[src/rtl/eventually_window_monitor.sv]
// Runtime monitor for "start |-> ##[MIN_DLY:MAX_DLY] a" with weak/strong end-of-trace handling.
// Optional saturating pass/fail counters are enabled by defining EVT_STATS_EN.
module eventually_window_monitor #(
  parameter int MIN_DLY = 2,
  parameter int MAX_DLY = 5,
  parameter bit STRONG  = 1'b1,
  parameter int CNT_W   = 8
) (
  input  logic             clk,
  input  logic             rst_n,
  input  logic             start,
  input  logic             a,
  input  logic             abort,
  input  logic             finish,
  output logic             busy,
  output logic             pass,
  output logic             fail,
  output logic             overrun,
  output logic [CNT_W-1:0] tick
`ifdef EVT_STATS_EN
  ,
  output logic [CNT_W-1:0] pass_cnt,
  output logic [CNT_W-1:0] fail_cnt
`endif
);

  typedef enum logic [1:0] {
    IDLE     = 2'd0,
    WAIT_MIN = 2'd1,
    WINDOW   = 2'd2
  } state_e;

  localparam logic [CNT_W-1:0] ONE   = CNT_W'(1);
  localparam logic [CNT_W-1:0] ONES  = '1;
  localparam logic [CNT_W-1:0] MIN_T = CNT_W'(MIN_DLY);
  localparam logic [CNT_W-1:0] MAX_T = CNT_W'(MAX_DLY);

  state_e           state_q, state_d;
  logic [CNT_W-1:0] tick_q, tick_d;
  logic             pass_q, pass_d;
  logic             fail_q, fail_d;
  logic             overrun_q, overrun_d;
  logic [CNT_W-1:0] tick_inc;

  // Saturating so an unbounded window never wraps back into a bounded-looking tick.
  assign tick_inc = (tick_q == ONES) ? tick_q : tick_q + ONE;

  always_ff @(posedge clk or negedge rst_n) begin
    if (!rst_n) begin
      state_q   <= IDLE;
      tick_q    <= '0;
      pass_q    <= 1'b0;
      fail_q    <= 1'b0;
      overrun_q <= 1'b0;
    end else begin
      state_q   <= state_d;
      tick_q    <= tick_d;
      pass_q    <= pass_d;
      fail_q    <= fail_d;
      overrun_q <= overrun_d;
    end
  end

  // Priority while busy: abort, then accepted a, then window timeout, then finish.
  always_comb begin
    state_d   = state_q;
    tick_d    = tick_q;
    pass_d    = 1'b0;
    fail_d    = 1'b0;
    overrun_d = 1'b0;
    case (state_q)
      IDLE: begin
        if (start && !abort) begin
          if ((MIN_DLY == 0) && a) begin
            pass_d = 1'b1;
          end else begin
            tick_d  = ONE;
            state_d = (MIN_DLY > 1) ? WAIT_MIN : WINDOW;
          end
        end
      end
      WAIT_MIN: begin
        overrun_d = start;
        if (abort) begin
          state_d = IDLE;
          tick_d  = '0;
        end else if (finish) begin
          state_d = IDLE;
          tick_d  = '0;
          if (STRONG) fail_d = 1'b1;
          else        pass_d = 1'b1;
        end else begin
          tick_d = tick_inc;
          if (tick_inc == MIN_T) state_d = WINDOW;
        end
      end
      WINDOW: begin
        overrun_d = start;
        if (abort) begin
          state_d = IDLE;
          tick_d  = '0;
        end else if (a) begin
          state_d = IDLE;
          tick_d  = '0;
          pass_d  = 1'b1;
        end else if ((MAX_DLY != 0) && (tick_q == MAX_T)) begin
          state_d = IDLE;
          tick_d  = '0;
          fail_d  = 1'b1;
        end else if (finish) begin
          state_d = IDLE;
          tick_d  = '0;
          if (STRONG) fail_d = 1'b1;
          else        pass_d = 1'b1;
        end else begin
          tick_d = tick_inc;
        end
      end
      default: begin
        state_d = IDLE;
        tick_d  = '0;
      end
    endcase
  end

  always_comb begin
    busy    = (state_q != IDLE);
    pass    = pass_q;
    fail    = fail_q;
    overrun = overrun_q;
    tick    = tick_q;
  end

`ifdef EVT_STATS_EN
  logic [CNT_W-1:0] pass_cnt_q, fail_cnt_q;

  // Counted from the next-state pulse so the count moves in the same cycle the pulse shows.
  always_ff @(posedge clk or negedge rst_n) begin
    if (!rst_n) begin
      pass_cnt_q <= '0;
      fail_cnt_q <= '0;
    end else begin
      if (pass_d && (pass_cnt_q != ONES)) pass_cnt_q <= pass_cnt_q + ONE;
      if (fail_d && (fail_cnt_q != ONES)) fail_cnt_q <= fail_cnt_q + ONE;
    end
  end

  assign pass_cnt = pass_cnt_q;
  assign fail_cnt = fail_cnt_q;
`endif

endmodule

[config.mk]
export PLATFORM = sky130hd
export DESIGN_NAME = eventually_window_monitor
export DESIGN_NICKNAME = d
export VERILOG_FILES = /design/src/rtl/eventually_window_monitor.sv
export SDC_FILE = /design/constraint.sdc
export NUM_CORES = 1
export LEC_CHECK = 0
export BUFFER_PORTS_ARGS = -buffer_cell sky130_fd_sc_hd__buf_4
export CORE_ASPECT_RATIO = 0.75
export CORE_MARGIN = 5
export CORE_UTILIZATION = 53
export CTS_CLUSTER_SIZE = 10
export DETAILED_ROUTE_END_ITERATION = 6
export PLACE_DENSITY = 0.77
export SYNTH_ARGS = -nofsm -noshare
export SYNTH_HDL_FRONTEND = slang
export SYNTH_SLANG_ARGS = --single-unit
[constraint.sdc]
create_clock -name clk -period 2.3 [get_ports clk]
set_input_delay 0 -clock clk [delete_from_list [all_inputs] [get_ports clk]]
set_output_delay 0 -clock clk [all_outputs]
set_load 0.02 [all_outputs]
==> results of run 1 <==
==> worst paths after layout <==
kind | to | startpoint | cells after the start
min in group asynchronous | tick[6] | rst_n | 2
worst min register to register | state_q[1] | state_q[1] | 2
worst max-delay path | tick[0] | state_q[0] | 7
worst min-delay path | fail | finish | 3
worst max register to register | tick[0] | state_q[0] | 7
max in group asynchronous | tick[7] | rst_n | 2
==> power by group <==
part | total [mW] | leakage [nW] | internal (mW) | switching, mW
clock | 0.140 | 0.0150 | 0.0673 | 0.0731
sequential | 0.329 | 0.176 | 0.274 | 0.0544
combinational | 0.529 | 0.313 | 0.223 | 0.306
==> layer usage <==
metal	track usage	vias to the layer above	wire length [um]
li1	-	429	-
met1	0.260	411	1030
met2	0.271	47	934
met3	0.0588	0	227
met4	0.0271	0	0
met5	0	-	0
==> synth_stat cells, types with 2 or more instances <==
cell type | instances | area share
sky130_fd_sc_hd__nor2_1 | 6 | 0.024
sky130_fd_sc_hd__nor2b_1 | 2 | 0.013
sky130_fd_sc_hd__o21ai_0 | 3 | 0.016
sky130_fd_sc_hd__o31ai_1 | 2 | 0.016
sky130_fd_sc_hd__ha_1 | 6 | 0.079
sky130_fd_sc_hd__nand3_1 | 3 | 0.016
sky130_fd_sc_hd__a21oi_1 | 10 | 0.053
sky130_fd_sc_hd__nand2_1 | 6 | 0.024
sky130_fd_sc_hd__and2_1 | 3 | 0.020
sky130_fd_sc_hd__a31oi_1 | 4 | 0.026
sky130_fd_sc_hd__o21ai_1 | 4 | 0.021
sky130_fd_sc_hd__dfrtp_1 | 13 | 0.34
sky130_fd_sc_hd__inv_1 | 8 | 0.032
sky130_fd_sc_hd__nand2b_1 | 3 | 0.020
sky130_fd_sc_hd__buf_4 | 2 | 0.016
==> worst max-delay path, stage by stage, from the launching register on <==
cell and delay, ns:
sky130_fd_sc_hd__dfrtp_1 0.40, sky130_fd_sc_hd__inv_1 0.11, sky130_fd_sc_hd__ha_1 0.19, sky130_fd_sc_hd__nor3b_1 0.30, sky130_fd_sc_hd__a21boi_2 0.26, sky130_fd_sc_hd__o21ai_1 0.12, sky130_fd_sc_hd__o31ai_1 0.27, sky130_fd_sc_hd__a32o_1 0.19
==> layout by cell type (no fill, tap or decap), types with 2 or more instances in the layout <==
cell,count
sky130_fd_sc_hd__o21ai_1,4
sky130_fd_sc_hd__o31ai_1,2
sky130_fd_sc_hd__nand2b_1,3
sky130_fd_sc_hd__a21oi_1,10
sky130_fd_sc_hd__and2_1,3
sky130_fd_sc_hd__nand3_1,3
sky130_fd_sc_hd__inv_1,8
sky130_fd_sc_hd__ha_1,6
sky130_fd_sc_hd__dlygate4sd3_1,2
sky130_fd_sc_hd__buf_4,17
sky130_fd_sc_hd__nand2_1,6
sky130_fd_sc_hd__nor2b_1,2
sky130_fd_sc_hd__clkbuf_4,3
sky130_fd_sc_hd__o21ai_0,3
sky130_fd_sc_hd__dfrtp_1,13
sky130_fd_sc_hd__nor2_1,6
sky130_fd_sc_hd__a31oi_1,4
==> stage by stage <==
stage / cells / power, mW / setup WS [ns] / instance area [sq um] / hold slack [ns]
2_1_floorplan: 105 / 0.693 / 0.504 / 952 / -0.296
3_3_place_gp: 141 / 0.851 / 0.463 / 1090 / -0.145
3_5_place_dp: 141 / 0.856 / 0.421 / 1090 / -0.146
4_1_cts: 147 / 1.00 / 0.402 / 1130 / 0.0194
5_1_grt: 147 / 1.08 / 0.272 / 1130 / 0.0193
6_report: 147 / 0.998 / 0.397 / 1130 / 0.0260
==> registers in the layout, summed over array words and instances (netlist names) <==
signal   cells
tick         8
state_q      2
fail         1
overrun      1
pass         1
==> cell type report <==
class                      instances  area [sq um]  area share
inverter                           8          30.0      0.0265
clock buffer                       4          26.3      0.0232
timing repair buffer              19           148       0.130
tap                               22          27.5      0.0243
sequential                        13           325       0.287
multi-input combinational         81           578       0.509
==> cells by family after synthesis <==
family,Yosys count,synth area share
adder cells (fa/ha/maj),6,0.0788
AND/OR/NAND/NOR,35,0.230
multiplexers,1,0.0105
AO/OA/AOI/OAI,38,0.279
XOR/XNOR,1,0.00920
flip-flops,13,0.342
buffers and inverters,11,0.0512
==> results.txt, run 1 <==
- In this run the number of H-tree levels came out at 1.
* DRC: 0
- For this run the aggregate overflow at the end of global routing stands at 0.
* Lkg Pwr: just over 0.5 nW
- Yosys warning count: 0
- Via count of the first global-routing pass: 800
- Pins Over Slew Limit: 0
- Number of hold-repair buffers added at the cts stage: 2
* Summed instance area of the synthesized netlist: 952 sq um
* Post CTS Setup Buffer Count: 0
- Y dimension of the die: 46.7 um
- First-pass DRT Iterations: 4
- TritonCTS buffer count: 3
- Of all nets on the critical path, the largest fanout is 3.
* Worst vdd rail ir drop: 0.000692 V
* Total of cells resized after clock tree synthesis: 0
- For this configuration, the core starts out at a cell density of 0.552.
* Maximum number of pins on one net before global-route repair: 14
- The region available for standard cell placement spans 1720 sq um.
- In this run the deepest clock path goes through 2 buffers.
* Fraction of synthesis flops using an asynchronous set or reset pin: 1.00
- The tightest min-delay check is of the in -> reg type.
- At the end of routability-driven placement, the weighted congestion stood at about 0.93.
- Final clock skew: roughly 0.009 ns
* Sequential element share of the synthesized area: 0.342
- For the worst setup path, the data arrival time is 2.13 ns.
* First-iteration detailed-routing DRC count: 46
- Clock insertion delay at the later pin of the skew report: roughly 0.28 ns
- For the worst setup path, the data required time is 2.52 ns.
- The tree is rooted in a sky130_fd_sc_hd__clkbuf_4.
- The floorplan has 13 rows.
- Final critical delay including setup and external delays: 1.90 ns
- Based on the critical path, the design can be clocked at up to 525 MHz.
* Layout-stage area growth over the synthesis result: 19.2%
- Total Nets Final: roughly 140
- Post-synthesis instance total: 105
- Setup violations remaining at the end of the flow were counted as 0.
- Detailed placement ended at an HPWL of 1650 um.
- The routed layout has 887 vias.
- Antenna violations before repair: 0
* DIE WIDTH: 58.9 um
- Of the cells placed in the final design, the portion with a size suffix greater than 1 is 0.216.
- Count of flip-flops with a built-in enable after synthesis: 0
- Measured on the finished design, the core utilization comes to 0.658.
- Clock-pin slew was measured on the worst setup and hold paths at 0.08 ns.
- The final layout contains routed wiring with a total length of 2190 um.
- Number of ports placed on the die boundary: 18
- TritonCTS built the clock tree.
* Die Area: approximately 2800 sq um
- Worst relative slew slack: 0.641
- Once detail routing completed, the nets flagged for antenna violations numbered 0.
* First-pass GRT wire length: between 3000 and 4000 um
* Max-cap check violation count: 0
- For this run, the total global-route usage over all layers was measured as 0.181.
- In the routed layout, each cell is associated on average with a via count of 6.03.
- Final worst-path cycle share: 0.827
- CTS sink count: 13
- Setup repair after global routing left no endpoint under its margin.
- Mean post-synth cell area: 9.07 sq um
- Final count of hold timing violations: 0
- The repair_antennas step left the layout with diodes totalling 0.
- Syn nets: 117
- Final-layout setup total negative slack: 0 ns
* Final routed wire length divided by cell count: roughly 15 um
* Power density of the placed cells: 879 nW/um^2
* Filler instances: 152
- The worst setup path is launched from a register.
- Counting flops and latches in the post-synthesis netlist gives 13.
- Synth unique cells: 45
* Type of the worst setup path: reg -> reg
- The worst register-to-register path has a setup slack of approximately 0.40 ns.
* Critical path endpoint category: register
- Transition time at the pin with the least slew margin: 0.537 ns
- In this run the tool buffered the top-level ports with 17 buffer cells.
- Most used flip-flop cell after synthesis: sky130_fd_sc_hd__dfrtp_1
- Status: finished, final reports clean
No activity file was read; power rests on OpenSTA's default activity.
==> inputs of run 2 (changes only) <==
Clock period 2.3 ns to 1.95 ns, I/O delays scaled along.
==> run 2 against run 1 <==
Effect of this change:
- clock-buffer cell count unchanged
- non-clock buffer count rose by 5
- combinational power is 35% higher
- clock power rose by 19%
- critical path depth unchanged
- clock skew is 0.0083 ns lower
==> results.txt, run 2 (synthesis gave the netlist of run 1 again) <==
* Antenna-violating nets left: 0
- After detailed routing, the total wire length is 2240 um.
* Cell Chain, Critical Path: inv_1 -> ha_1 -> nor3b_4 -> a21boi_2 -> o211a_4 -> a21o_1 -> a32o_1
- In the global route stage, overall resource usage came out at 0.175.
- First-iteration detailed-routing DRC count: 36
* Final routed wire length divided by cell count: 14.7 um
- Filler instances: 137
- Via-to-Cell Ratio: 5.84
- The initial antenna violation count came to 0.
* Total setup violations reported at the end of the flow: 0
* Most frequent standard cell in the layout excluding fill and tap cells: sky130_fd_sc_hd__buf_4
- DIE WIDTH: 58.9 um
* Transition time at the pin with the least slew margin: 0.415 ns
- The final number of hold-violating endpoints was 0.
* CTS sink count: 13
- Summing all flip-flop and latch instances after layout gives 327 sq um.
* Critical path endpoint category: register
- TritonCTS built the clock tree.
- Maximum cell stage delay along the critical path: ~0.46 ns
- Maximum number of pins on one net before global-route repair: 14
* Layout cell share with drive strength beyond 1: 0.277
* Most frequent cells in the layout: sky130_fd_sc_hd__buf_4, sky130_fd_sc_hd__dfrtp_1, sky130_fd_sc_hd__a21oi_1
- Y dimension of the die: 46.7 um
- WP data required: ~2.1 ns
- Max-cap violations in this run came to 0.
- Depth of the CTS H-tree: 1
- Antenna diodes: 0
- Measured on the finished design, the core utilization comes to 0.692.
* GRT Residual Overflow: 0
- The longest clock path from root to sink contains 2 buffers.
- The congestion estimate from routability-driven global placement came to 0.897.
- Derived from the worst setup path, the maximum achievable clock frequency is 535 MHz.
- From synthesis to final layout, the design area changed by 25.4%.
* Total via count after detailed routing: 887
- Worst relative slew slack: 0.723
- Combined area of the multi-input logic cells: 596 sq um
- Starting density of the core: 0.552
- Root buffer cell: sky130_fd_sc_hd__clkbuf_4
* Number of placement rows: 13
- After routing, the total negative slack on setup checks comes to 0 ns.
* First-pass GRT wire length: 3480 um
- Status: finished, final reports clean
- Crit path setup slack, layout: slightly above 0.08 ns
- First-pass DRT Iterations: 4
- On the critical path, the stage with the largest delay is an instance of sky130_fd_sc_hd__dfrtp_1.
- The core region is 1720 sq um.
- HPWL after detailed placement: 1620 um
- Total power for the finished layout comes to 1.26 mW.
* Flip-flop count of the largest register after layout: 8
- DRC: 0
- Clock insertion delay at the later pin of the skew report: approximately 0.28 ns
- Crit path max fanout: 8
- Power density of the placed cells: 1050 nW/um^2
- The path class of the tightest hold or removal check is in -> reg.
- Total Nets Final: about 140
- The worst setup path is of the reg -> reg kind.
* DP Worst Slack: roughly 0.10 ns
- In this run the tool buffered the top-level ports with 17 buffer cells.
- Die Area: 2750 sq um
- Critical path data arrival time: 2.04 ns
- For the final database, setup skew stands at 0.000554 ns.
- TritonCTS buffer count: 3
- The max-slew violation total from the final report came to 0.
* Final critical delay including setup and external delays: 1.87 ns
- Across the VDD grid, the largest voltage drop is 0.000843 V.
* Lkg Pwr: 0.526 nW
- The worst setup path is launched from a register.
- Final worst-path cycle share: 0.958
- Number of ports placed on the die boundary: 18
- Clock-pin slew was measured on the worst setup and hold paths at around 0.08 ns.
- Via count of the first global-routing pass: 771
-- run 2: cell count changes in the layout (fill, tap and decap cells not counted), sizes merged --
cell and delta:
dlygate4sd3 +1, buf +4
-- run 2: power by group --
part | switching, mW | internal (mW)
clock | 0.0871 | 0.0794
combinational | 0.394 | 0.319
sequential | 0.0564 | 0.324
total | 0.537 | 0.722
-- run 2: critical path: cells and delay by family (launching register included) --
kind	cells	cell delay [ns]
AOI/OAI and AO/OA	4	0.75
DFF	1	0.46
and+or+nand+nor	1	0.29
adders and majority gates	1	0.15
buffers and inverters	1	0.11
-- run 2: final cells by class --
cell class,instances,area share
Clock buffer,4,0.0220
Inverter,8,0.0252
Multi-Input combinational cell,81,0.499
Sequential cell,13,0.274
Tap cell,22,0.0231
Timing Repair Buffer,24,0.157
-- run 2: worst paths after layout --
| path | slack, ns | start | cells after the start | endpoint |
|---|---|---|---|---|
| worst max-delay path | 0.08 | tick[1] | 7 | tick[0] |
| worst min-delay path | 0.02 | finish | 3 | fail |
| worst max register to register | 0.08 | tick[1] | 7 | tick[0] |
| worst min register to register | 0.58 | state_q[0] | 2 | state_q[0] |
| max in group asynchronous | 1.67 | rst_n | 2 | tick[5] |
| min in group asynchronous | 0.10 | rst_n | 2 | fail |
-- run 2: repair_timing --
item | CTS | global route
endpoints found under the hold margin | 15 | 0
endpoints found under the setup margin | 0 | 2
setup buffers | 0 | 1
resized for setup | 0 | 6
hold buffers | 3 | 0
-- run 2: through the flow --
step,hold WS [ns],instance area [sq um],instances
global placement,-0.146,1110,144
finish,0.0183,1190,152
floorplan,-0.296,952,105
detailed placement,-0.143,1110,144
CTS,0.00881,1170,151
global route,0.0291,1190,152
-- run 2: per-layer routing --
layer  vias to the layer above  part of all wire  global-route usage
met5                         -                 0                   0
li1                        436                 -                   -
met1                       406              0.48               0.246
met4                         0            0.0018              0.0271
met2                        43              0.43               0.262
met3                         2             0.088              0.0644
==> inputs of run 3 (changes only) <==
Settings changed: ABC_AREA set to 1, CORE_ASPECT_RATIO 0.75 to not set.
==> run 3 against run 2 <==
Effect of this change:
- final cell count grew 17%
- setup slack gained 0.14 ns
- die area shrank 3.8%
- global-route usage grew 1.8 points
- register-to-register slack gained 0.14 ns
- synthesized area shrank 4.3%
- sequential share of layout area grew 1.5 points
- combinational power shrank 27%
- clock-buffer cell count is the same
- cell area shrank 5.7%
- power shrank 16%
- clock power grew 4%
==> results.txt, run 3 <==
* Routability-driven placement congestion ratio: between 0.9 and 1
* Starting density of the core: 0.545
* Most frequent cells in the layout: sky130_fd_sc_hd__nand2_1, sky130_fd_sc_hd__inv_1, sky130_fd_sc_hd__buf_4
- The register with the most flip-flops in the layout has 8 of them.
* Total Nets Final: 174
- By count the netlist is led by sky130_fd_sc_hd__nand2_1, sky130_fd_sc_hd__inv_1, sky130_fd_sc_hd__nor2_1, sky130_fd_sc_hd__dfrtp_1, sky130_fd_sc_hd__nand3_1.
- The tree is rooted in a sky130_fd_sc_hd__clkbuf_4.
* Slowest cell on the critical path: sky130_fd_sc_hd__dfrtp_1
* Main area contributors after synthesis: sky130_fd_sc_hd__dfrtp_1, sky130_fd_sc_hd__nand2_1, sky130_fd_sc_hd__inv_1, sky130_fd_sc_hd__ha_1, sky130_fd_sc_hd__nand3_1
* Power after layout: 1.05 mW
* Synth unique cells: 17
- The final number of hold-violating endpoints is 0.
* Most frequent standard cell in the layout excluding fill and tap cells: sky130_fd_sc_hd__nand2_1
- The core region is 1670 sq um.
- DP Worst Slack: 0.235 ns
- Most frequent cell after synthesis: sky130_fd_sc_hd__nand2_1
- Antenna-violating nets left: 0
- Most repeated library cell on the critical path: sky130_fd_sc_hd__nand2_1
- WL final: 2280 um
- Dividing the detail-routed via count by the number of cells gives 5.26.
* Type of the worst setup path: reg -> reg
- CTS built an H-tree with a depth of 1.
- The average instance in the mapped netlist occupies ~6.7 sq um.
* DRC: 0
- Dividing the final minimum period by the clock period gives 0.889.
- In the final layout, the share of cells above drive strength 1 is 0.161.
- In the global route stage, met2 resource usage came out at 0.345.
* Final critical delay including setup and external delays: 1.73 ns
* Post-synthesis instance total: around 140
- Setup repair after global routing missed its margin: no
- Final-layout setup total negative slack: 0 ns
- STA puts the critical path data required time at 2.16 ns.
- Transition time at the pin with the least slew margin: between 0.3 and 0.4 ns
* Count of flip-flops with a built-in enable after synthesis: 0
- The Yosys step of the flow raised 0 warnings.
- The max-slew violation total from the final report came to 0.
- Of the post-synthesis cell area, the dominant cell type holds 0.357.
* Cell Chain, Critical Path: inv_1 -> ha_1 -> nand2_1 -> nor2_1 -> nand3_1 -> nand2_1 -> nand2_1 -> inv_1 -> nand2_1 -> o21ai_0
- Fraction of synthesis flops using an asynchronous set or reset pin: 1.00
- TritonCTS built the clock tree.
* Max-cap check violation count: 0
- Critical path data arrival time: 1.94 ns
- With fillers left out, the area of the finished cells amounts to 1130 sq um.
* Placed Cells: 170
- Gr usage total: 0.193
* Antenna diodes: 0
- Measured against its own limit, the worst slew margin works out to 0.768.
- Counting every sink on the clock net gives 13.
- Final routed wire length divided by cell count: 12.8 um
- The first detailed-routing pass ran for 4 iterations.
- Status: finished, final reports clean
* Via count of the first global-routing pass: approximately 870
- Y dimension of the die: 51.5 um
- HP Class: in -> reg
* Crit path setup slack, layout: 0.217 ns
* DP Area: 1060 sq um
* TritonCTS buffer count: 3
- Cell taking the most area after synthesis: sky130_fd_sc_hd__dfrtp_1
* Count of input and output buffers: 17
- The final route contains 936 vias.
- Maximum cell stage delay along the critical path: 0.43 ns
- The initial antenna violation count came to 0.
- Entering global routing, the biggest net connects 14 pins.
- Max Buffers Root-to-Sink: 2
* Final-layout worst hold slack: roughly 0.019 ns
- Most used flip-flop cell after synthesis: sky130_fd_sc_hd__dfrtp_1
- DIE WIDTH: a little over 50 um
* Total setup violations reported at the end of the flow: 0
- Critical Path Source Type: register
- The finished layout holds 178 standard cells, fillers aside.
- On the final layout, the worst clock skew is 0.00100 ns.
- Number of placement rows: 15
- Lkg Pwr: 0.614 nW
* Sequential element share of the synthesized area: 0.357
- Summed instance area of the synthesized netlist: 911 sq um
- The area growth from synthesis to layout is 23.6%.
- The setup check on the worst reg-to-reg path leaves a slack of 0.22 ns.
- For met3 alone, demand over resource in global routing was 0.0292.
- For this design the top-level I/O count stands at 18.
- VDD sags by at most about 0.00055 V.
* GRT Residual Overflow: 0
- Clock insertion delay at the later pin of the skew report: 0.28 ns
* Crit path max fanout: 6
- Filler instances: 143
* Critical path endpoint category: register
- The synthesized design contains 13 register bits.
- Utilization of the core after routing: 0.674
- The global routing stage identified its most utilized layer as met2.
- Synthesis produced a netlist with a net count of 148.
- The detailed router finished its first iteration with 30 violations.
* Die Area: 2650 sq um
- The HPWL after detailed placement is 1750 um.
- Clock transition at the register clock pins on the worst setup and hold paths after CTS: 0.08 ns
* Power density of the placed cells: 935 nW/um^2
- For this run, the top clock speed supported by timing is 577 MHz.
- First-pass GRT wire length: 3700 um
* Met1 capacity usage during global routing: 0.216
[run 3: cell types whose count changed after synthesis, sizes merged, moves of 4 or more]
cell / delta
nand3: +10
inv: +15
a31oi: -4
a21oi: -8
nor2: +10
nand2: +39
[run 3: logic make-up after synthesis]
family | count (synthesis) | synth area share
adders and majority gates | 6 | 0.0824
buffers and inverters | 23 | 0.0948
and+or+nand+nor | 79 | 0.372
xor gates and xnor gates | 1 | 0.00962
DFF | 13 | 0.357
AOI/OAI and AO/OA | 14 | 0.0838
[run 3: cell type report]
class / count / area (sq um) / area share
Clock buffer: 4 / 26.3 / 0.0233
Inverter: 23 / 86.3 / 0.0767
Multi-Input combinational cell: 100 / 499 / 0.443
Sequential cell: 13 / 325 / 0.289
Tap cell: 17 / 21.3 / 0.0189
Timing Repair Buffer: 21 / 168 / 0.149
[run 3: what timing repair did]
action,CTS,global route
hold endpoints to repair,15,0
setup buffers,0,0
hold buffers,4,0
resized for setup,0,0
endpoints found under the setup margin,0,0
[run 3: per-layer routing]
metal | up-vias | routed length (um)
met5 | - | 0
met4 | 0 | 42
met3 | 6 | 147
met2 | 34 | 1160
met1 | 419 | 927
li1 | 477 | -
[run 3: report_power, final]
part	switching, mW	internal [mW]	total [mW]
registers	0.0456	0.315	0.361
logic	0.326	0.193	0.520
clock network	0.0936	0.0795	0.173
total	0.465	0.588	1.05
[run 3: path summary, 6_finish.rpt]
path	start	endpoint	cells after the start
min in group asynchronous	rst_n	tick[2]	2
max in group asynchronous	rst_n	tick[4]	2
worst max register to register	state_q[0]	tick[3]	10
worst min register to register	state_q[0]	state_q[0]	2
worst min-delay path	finish	fail	3
worst max-delay path	state_q[0]	tick[3]	10
[run 3: critical path: cells and delay by family (launching register included)]
family / cells / cell delay [ns]
and+or+nand+nor: 6 / 0.68
DFF: 1 / 0.43
buffers and inverters: 2 / 0.28
adders and majority gates: 1 / 0.19
AOI/OAI and AO/OA: 1 / 0.07
